<file path="src/rtl/div_pkg.sv">
// Shared definitions for the iterative divider and the ALU control decoder.
// Holds the FSM state type, the divide op-select codes and the divide-by-zero quotient.
package div_pkg;

  typedef enum logic [1:0] {
    IDLE,
    CALC,
    FIN
  } divState_t;

  localparam logic [1:0] OP_DIV  = 2'd0;
  localparam logic [1:0] OP_DIVU = 2'd1;
  localparam logic [1:0] OP_REM  = 2'd2;
  localparam logic [1:0] OP_REMU = 2'd3;

  localparam int unsigned         DIV_XLEN   = 32;
  localparam logic [DIV_XLEN-1:0] DIV_ZERO_Q = '1;

endpackage

</file>
<file path="src/rtl/div_step.sv">
// One restoring radix-2 iteration: shift in the next dividend bit, trial-subtract the divisor,
// and keep the difference only when it did not go negative.
module div_step #(
  parameter int unsigned WIDTH = 32
) (
  input  logic [WIDTH-1:0] partRem,
  input  logic             dividendMsb,
  input  logic [WIDTH-1:0] divisor,
  output logic [WIDTH-1:0] nextRem,
  output logic             qBit
);

  logic [WIDTH:0] shifted;
  logic [WIDTH:0] trial;

  // partRem < divisor always holds, so WIDTH+1 bits cover both the shift and the borrow
  always_comb begin
    shifted = {partRem, dividendMsb};
    trial   = shifted - {1'b0, divisor};
    qBit    = ~trial[WIDTH];
    nextRem = qBit ? trial[WIDTH-1:0] : shifted[WIDTH-1:0];
  end

endmodule

</file>
<file path="src/rtl/div_unit.sv">
// Iterative signed/unsigned integer divider beside the execute-stage ALU.
// Divide-by-zero and signed overflow complete in one edge; other operations take WIDTH+1 edges.
module div_unit
  import div_pkg::*;
#(
  parameter int unsigned WIDTH = 32,
  parameter int unsigned CNT_W = $clog2(WIDTH)
) (
  input  logic             iCLK,
  input  logic             iRST,
  input  logic             iStart,
  input  logic             iSigned,
  input  logic             iKill,
  input  logic [WIDTH-1:0] iDividend,
  input  logic [WIDTH-1:0] iDivisor,
  output logic             oBusy,
  output logic             oDone,
  output logic             oDivZero,
  output logic [WIDTH-1:0] oQuotient,
  output logic [WIDTH-1:0] oRemainder
);

  localparam logic [WIDTH-1:0] MIN_NEG = {1'b1, {(WIDTH-1){1'b0}}};

  divState_t        state, stateNext;
  logic [CNT_W-1:0] cnt;
  logic [WIDTH-1:0] partRem, quo, dvs;
  logic [WIDTH-1:0] remNext, absDvd, absDvs;
  logic             qBit, qNeg, rNeg;
  logic             dvdNeg, dvsNeg, divZero, sgnOvf;

  div_step #(.WIDTH(WIDTH)) uStep (
    .partRem    (partRem),
    .dividendMsb(quo[WIDTH-1]),
    .divisor    (dvs),
    .nextRem    (remNext),
    .qBit       (qBit)
  );

  always_comb begin
    dvdNeg  = iSigned & iDividend[WIDTH-1];
    dvsNeg  = iSigned & iDivisor[WIDTH-1];
    absDvd  = dvdNeg ? -iDividend : iDividend;
    absDvs  = dvsNeg ? -iDivisor : iDivisor;
    divZero = (iDivisor == '0);
    sgnOvf  = iSigned && (iDividend == MIN_NEG) && (iDivisor == '1);
  end

  always_comb begin
    stateNext = state;
    oBusy     = (state != IDLE);
    case (state)
      IDLE: if (iStart && !iKill && !divZero && !sgnOvf) stateNext = CALC;
      CALC: begin
        if (iKill)            stateNext = IDLE;
        else if (cnt == '0)   stateNext = FIN;
      end
      FIN:     stateNext = IDLE;
      default: stateNext = IDLE;
    endcase
  end

  always_ff @(posedge iCLK) begin
    if (iRST) state <= IDLE;
    else      state <= stateNext;
  end

  // The quotient register starts as |dividend| and shifts quotient bits in from the right
  always_ff @(posedge iCLK) begin
    if (iRST) begin
      cnt        <= '0;
      partRem    <= '0;
      quo        <= '0;
      dvs        <= '0;
      qNeg       <= 1'b0;
      rNeg       <= 1'b0;
      oDone      <= 1'b0;
      oDivZero   <= 1'b0;
      oQuotient  <= '0;
      oRemainder <= '0;
    end else begin
      oDone <= 1'b0;
      case (state)
        IDLE: begin
          if (iStart && !iKill) begin
            if (divZero) begin
              oQuotient  <= WIDTH'(DIV_ZERO_Q);
              oRemainder <= iDividend;
              oDivZero   <= 1'b1;
              oDone      <= 1'b1;
            end else if (sgnOvf) begin
              oQuotient  <= MIN_NEG;
              oRemainder <= '0;
              oDivZero   <= 1'b0;
              oDone      <= 1'b1;
            end else begin
              quo     <= absDvd;
              dvs     <= absDvs;
              qNeg    <= dvdNeg ^ dvsNeg;
              rNeg    <= dvdNeg;
              partRem <= '0;
              cnt     <= CNT_W'(WIDTH - 1);
            end
          end
        end
        CALC: begin
          if (!iKill) begin
            partRem <= remNext;
            quo     <= {quo[WIDTH-2:0], qBit};
            cnt     <= cnt - 1'b1;
          end
        end
        FIN: begin
          if (!iKill) begin
            oQuotient  <= qNeg ? -quo : quo;
            oRemainder <= rNeg ? -partRem : partRem;
            oDivZero   <= 1'b0;
            oDone      <= 1'b1;
          end
        end
        default: ;
      endcase
    end
  end

endmodule

</file>
<file path="config.mk">
export PLATFORM = sky130hd
export DESIGN_NAME = div_unit
export DESIGN_NICKNAME = d
export VERILOG_FILES = /design/src/rtl/div_pkg.sv /design/src/rtl/div_step.sv /design/src/rtl/div_unit.sv
export SDC_FILE = /design/constraint.sdc
export NUM_CORES = 1
export LEC_CHECK = 0
export ABC_AREA = 1
export BUFFER_PORTS_ARGS = -buffer_cell sky130_fd_sc_hd__clkbuf_2
export CAP_MARGIN = 20
export CORE_MARGIN = 8
export CORE_UTILIZATION = 60
export CTS_BUF_LIST = sky130_fd_sc_hd__clkbuf_16
export CTS_CLUSTER_SIZE = 8
export DETAILED_ROUTE_END_ITERATION = 12
export GPL_ROUTABILITY_DRIVEN = 0
export PLACE_DENSITY = 0.81
export SLEW_MARGIN = 20
export SYNTH_ARGS = -nofsm -noshare
export SYNTH_HDL_FRONTEND = slang
export SYNTH_SLANG_ARGS = --single-unit
</file>
<file path="constraint.sdc">
create_clock -name iCLK -period 5.5 [get_ports iCLK]
set_input_delay 0.825 -clock iCLK [delete_from_list [all_inputs] [get_ports iCLK]]
set_output_delay 0.825 -clock iCLK [all_outputs]
set_load 0.005 [all_outputs]
</file>
==> impl_results.md <==
- Run status: finished, final reports clean
- EDFF count, synth: 0
- Placed cell area: 0.01443 sq mm
- Worst Setup EP: dvs[7]
- CTS tree: built
- CP arrival: 3.40 ns
- P_leak: 0.007285 uW
- 1st-iter DRT viols: 1958
- Net count after synthesis: 2462
- Drt pass-1 iters: 7
- Beginning of the worst register-to-register path: state[0]
- Crit path top cell by count: nor2_1
- Register area share after synthesis: 24.88%
- Routed wire length per instance: 16.83 um
- Hold Path Class: reg2reg
- Largest net degree at the start of global routing: 72
- Core ar.: 0.02257 sq mm
- Share of cells above drive strength 1: 10.90%
- Clock Tree Buf Depth: 2
- Max-slew violations: 0
- Final Util: 66.62%
- Worst-Skew Late Latency: 0.44 ns
- Distinct cells, synth: 49
- Worst R2R Setup Slack: 2.39 ns
- Final worst-path cycle share: 56.58%
- Fill cells: 2179
- First-pass GRT wire length: 73.74 mm
- Stages on the worst setup path: 11
- Detailed Route WL: 45.86 mm
- Post-route cell area: 0.01504 sq mm
- IO Count: 136
- MaxCap Viol Count: 0
- Area grow syn2layout: 9.274%
- Actual slew at the worst max-slew pin: 1.052 ns
- Worst IR Drop VDD: 0.1699 mV
- Req. time, crit path: 5.79 ns
- CP delay by family, top: simple AND/OR/NAND/NOR gates
- Die area: 0.02804 sq mm
- Synth warn: 0
- FMAX: 0.3214 GHz
- Clk pin slew, worst setup/hold paths: 0.08 ns
- H-tree levels: 4
- Port Buf Inserts: 135
- Setup Skew: 0.01428 ns
- CP startpoint: iDividend[24]
- Buffers & Inverters on Critical Path: 2
- Vias/cell: 5.780
- Clk sink count: 171
- Setup TNS: 0 ns
- Syn Std Cell Area: 0.01376 sq mm
- Post-CTS Hold Fix Bufs: 0
- Detailed Place HPWL: 34.94 mm
- Setup bufs post-CTS: 0
- Root buffer cell: clkbuf_16
- Crit Path Class: in2reg
- Crit-path cells: clkbuf_2 > nor2_1 > nand2_1 > nor2_1 > nand3b_1 > nor2_1 > nand3_1 > nand3_2 > inv_2 > o21ai_0 > a21oi_1
- Initial Util: 60.96%
- Num CTS Buffers: 17
- Worst Path Max Fanout: 57
- DRT antenna net count: 0
- DRC Markers: 0
- RR Endpoint: quo[0]
- Chip width: 167.4 um
- Post-synth ARST share: 0%
- Fin nets: 2536
- Final hold violations: 0
- Max stage delay on crit path: 0.45 ns
- Register bit total from synthesis: 171
- Initial antenna violation count: 1
- Slew margin rel.: 29.43%
- Post-layout min period: 3.112 ns
- Mapped Cells: 2353
- DIE HEIGHT: 167.4 um
- Hold Path Stages: 2
- Pwr Density: 216.8 mW/mm^2
- # diodes: 0
- Top FF cell, synth: dfxtp_1
- Final setup violation count: 0
- PostCTS Resize Cnt: 0
- GR Overflow Total: 0
- Worst r2r path cells: 12
- Unrepaired setup endpoints after global routing: false
- Critical-path top delay cell: inv_2
- GR Util All Layers: 31.95%
- CP Launch Type: primary input
- Vias in the first global route: 14359
- CP Capture Type: flop
- Row cnt: 55
- Via Count: 15750
- Mapped Avg Cell Area: 5.848 sq um
-- placed cells by master (no fill, tap or decap), types with 18 or more instances in the layout --
| master | netlist | layout |
|---|---|---|
| a31oi_1 | 31 | 31 |
| o21ai_0 | 119 | 119 |
| clkbuf_2 | 0 | 134 |
| nor2_1 | 182 | 181 |
| a21oi_1 | 162 | 162 |
| xnor2_1 | 18 | 18 |
| nand2_1 | 740 | 739 |
| inv_1 | 289 | 288 |
| nand4_1 | 41 | 41 |
| nor3_1 | 21 | 21 |
| xor2_1 | 32 | 32 |
| nand3_1 | 274 | 273 |
| ha_1 | 39 | 39 |
| dfxtp_1 | 171 | 171 |
-- cell usage after synthesis, types with 3 or more instances --
| cell | n | area share (%) |
|---|---|---|
| nand2_1 | 740 | 20 |
| inv_1 | 289 | 7.9 |
| nand3_1 | 274 | 10 |
| nor2_1 | 182 | 5.0 |
| dfxtp_1 | 171 | 25 |
| a21oi_1 | 162 | 5.9 |
| o21ai_0 | 119 | 4.3 |
| clkbuf_1 | 48 | 1.3 |
| nand4_1 | 41 | 1.9 |
| ha_1 | 39 | 3.5 |
| xor2_1 | 32 | 2.0 |
| a31oi_1 | 31 | 1.4 |
| buf_2 | 28 | 1.0 |
| nor3_1 | 21 | 0.76 |
| xnor2_1 | 18 | 1.1 |
| inv_2 | 17 | 0.46 |
| nand2_2 | 16 | 0.73 |
| a21oi_2 | 13 | 0.83 |
| nor2_2 | 13 | 0.59 |
| o31ai_1 | 13 | 0.71 |
| nand3b_1 | 11 | 0.60 |
| buf_6 | 7 | 0.57 |
| or2_2 | 6 | 0.27 |
| nand2_4 | 5 | 0.41 |
| nor2_4 | 5 | 0.41 |
| o21bai_1 | 5 | 0.27 |
| a21boi_0 | 4 | 0.22 |
| clkinv_1 | 4 | 0.11 |
| nand3_2 | 4 | 0.29 |
| o211ai_1 | 4 | 0.22 |
| and2_1 | 3 | 0.14 |
| and3_1 | 3 | 0.14 |
| buf_4 | 3 | 0.16 |
| o21ai_1 | 3 | 0.11 |
-- logic make-up after synthesis --
logic type	Yosys count	share of synthesized area, %
XOR/XNOR	50	3.182
multiplexers	1	0.07274
adder cells (fa/ha/maj)	40	3.692
AND/OR/NAND/NOR	1331	42.04
flip-flops	171	24.88
buffers and inverters	399	11.68
AO/OA/AOI/OAI	361	14.46
-- per-stage QoR --
step	setup slack [ns]	hold WS (ns)	cells	power [uW]
floorplan	3.115	0.4332	2353	1831
global placement	1.976	0.4497	2693	2021
detailed placement	2.062	0.4513	2693	2034
CTS	2.493	0.4635	2725	3242
global route	2.107	0.4794	2725	3394
finish	2.388	0.4600	2725	3259
-- how the worst min path moves through the flow --
stage                   from       end
floorplan            dvs[11]   dvs[11]
global placement    oDivZero  oDivZero
detailed placement  oDivZero  oDivZero
CTS                 oDivZero  oDivZero
global route        oDivZero  oDivZero
finish              oDivZero  oDivZero
-- registers in the layout, indices dropped and copies added (netlist names), 2 cells and up --
register,flops
oRemainder,32
dvs,32
partRem,32
cnt,5
quo,32
oQuotient,32
state,2
-- area by class of cell --
type                    instances  area (sq um)  area share [%]
clock inverters                15         182.7           1.215
inverters                     310          1164           7.738
multi-input cells            1783          8740           58.12
flip-flops and latches        171          3423           22.77
repair buffers                144         745.7           4.959
well taps                     285         356.6           2.371
clock buffers                  17         425.4           2.829
-- tightest hold or removal path: cells and delay by family, from the launching register on --
| family | cells | cell delay [ns] |
|---|---|---|
| AOI/OAI and AO/OA | 1 | 0.05 |
| DFF | 1 | 0.31 |
| and+or+nand+nor | 1 | 0.06 |
-- power breakdown --
part / switching (uW) / internal, uW
clock: 614 / 615
sequential: 32.7 / 1280
combinational: 508 / 215
total: 1150 / 2110
-- routing by layer --
| layer | track usage (%) | vias to the layer above | share of wire [%] |
|---|---|---|---|
| li1 | - | 7757 | - |
| met4 | 17.20 | 2 | 5.4 |
| met1 | 41.90 | 7026 | 41 |
| met5 | 0 | - | 0.028 |
| met3 | 5.596 | 145 | 11 |
| met2 | 49.26 | 820 | 43 |
No activity file was read; power rests on OpenSTA's default activity.
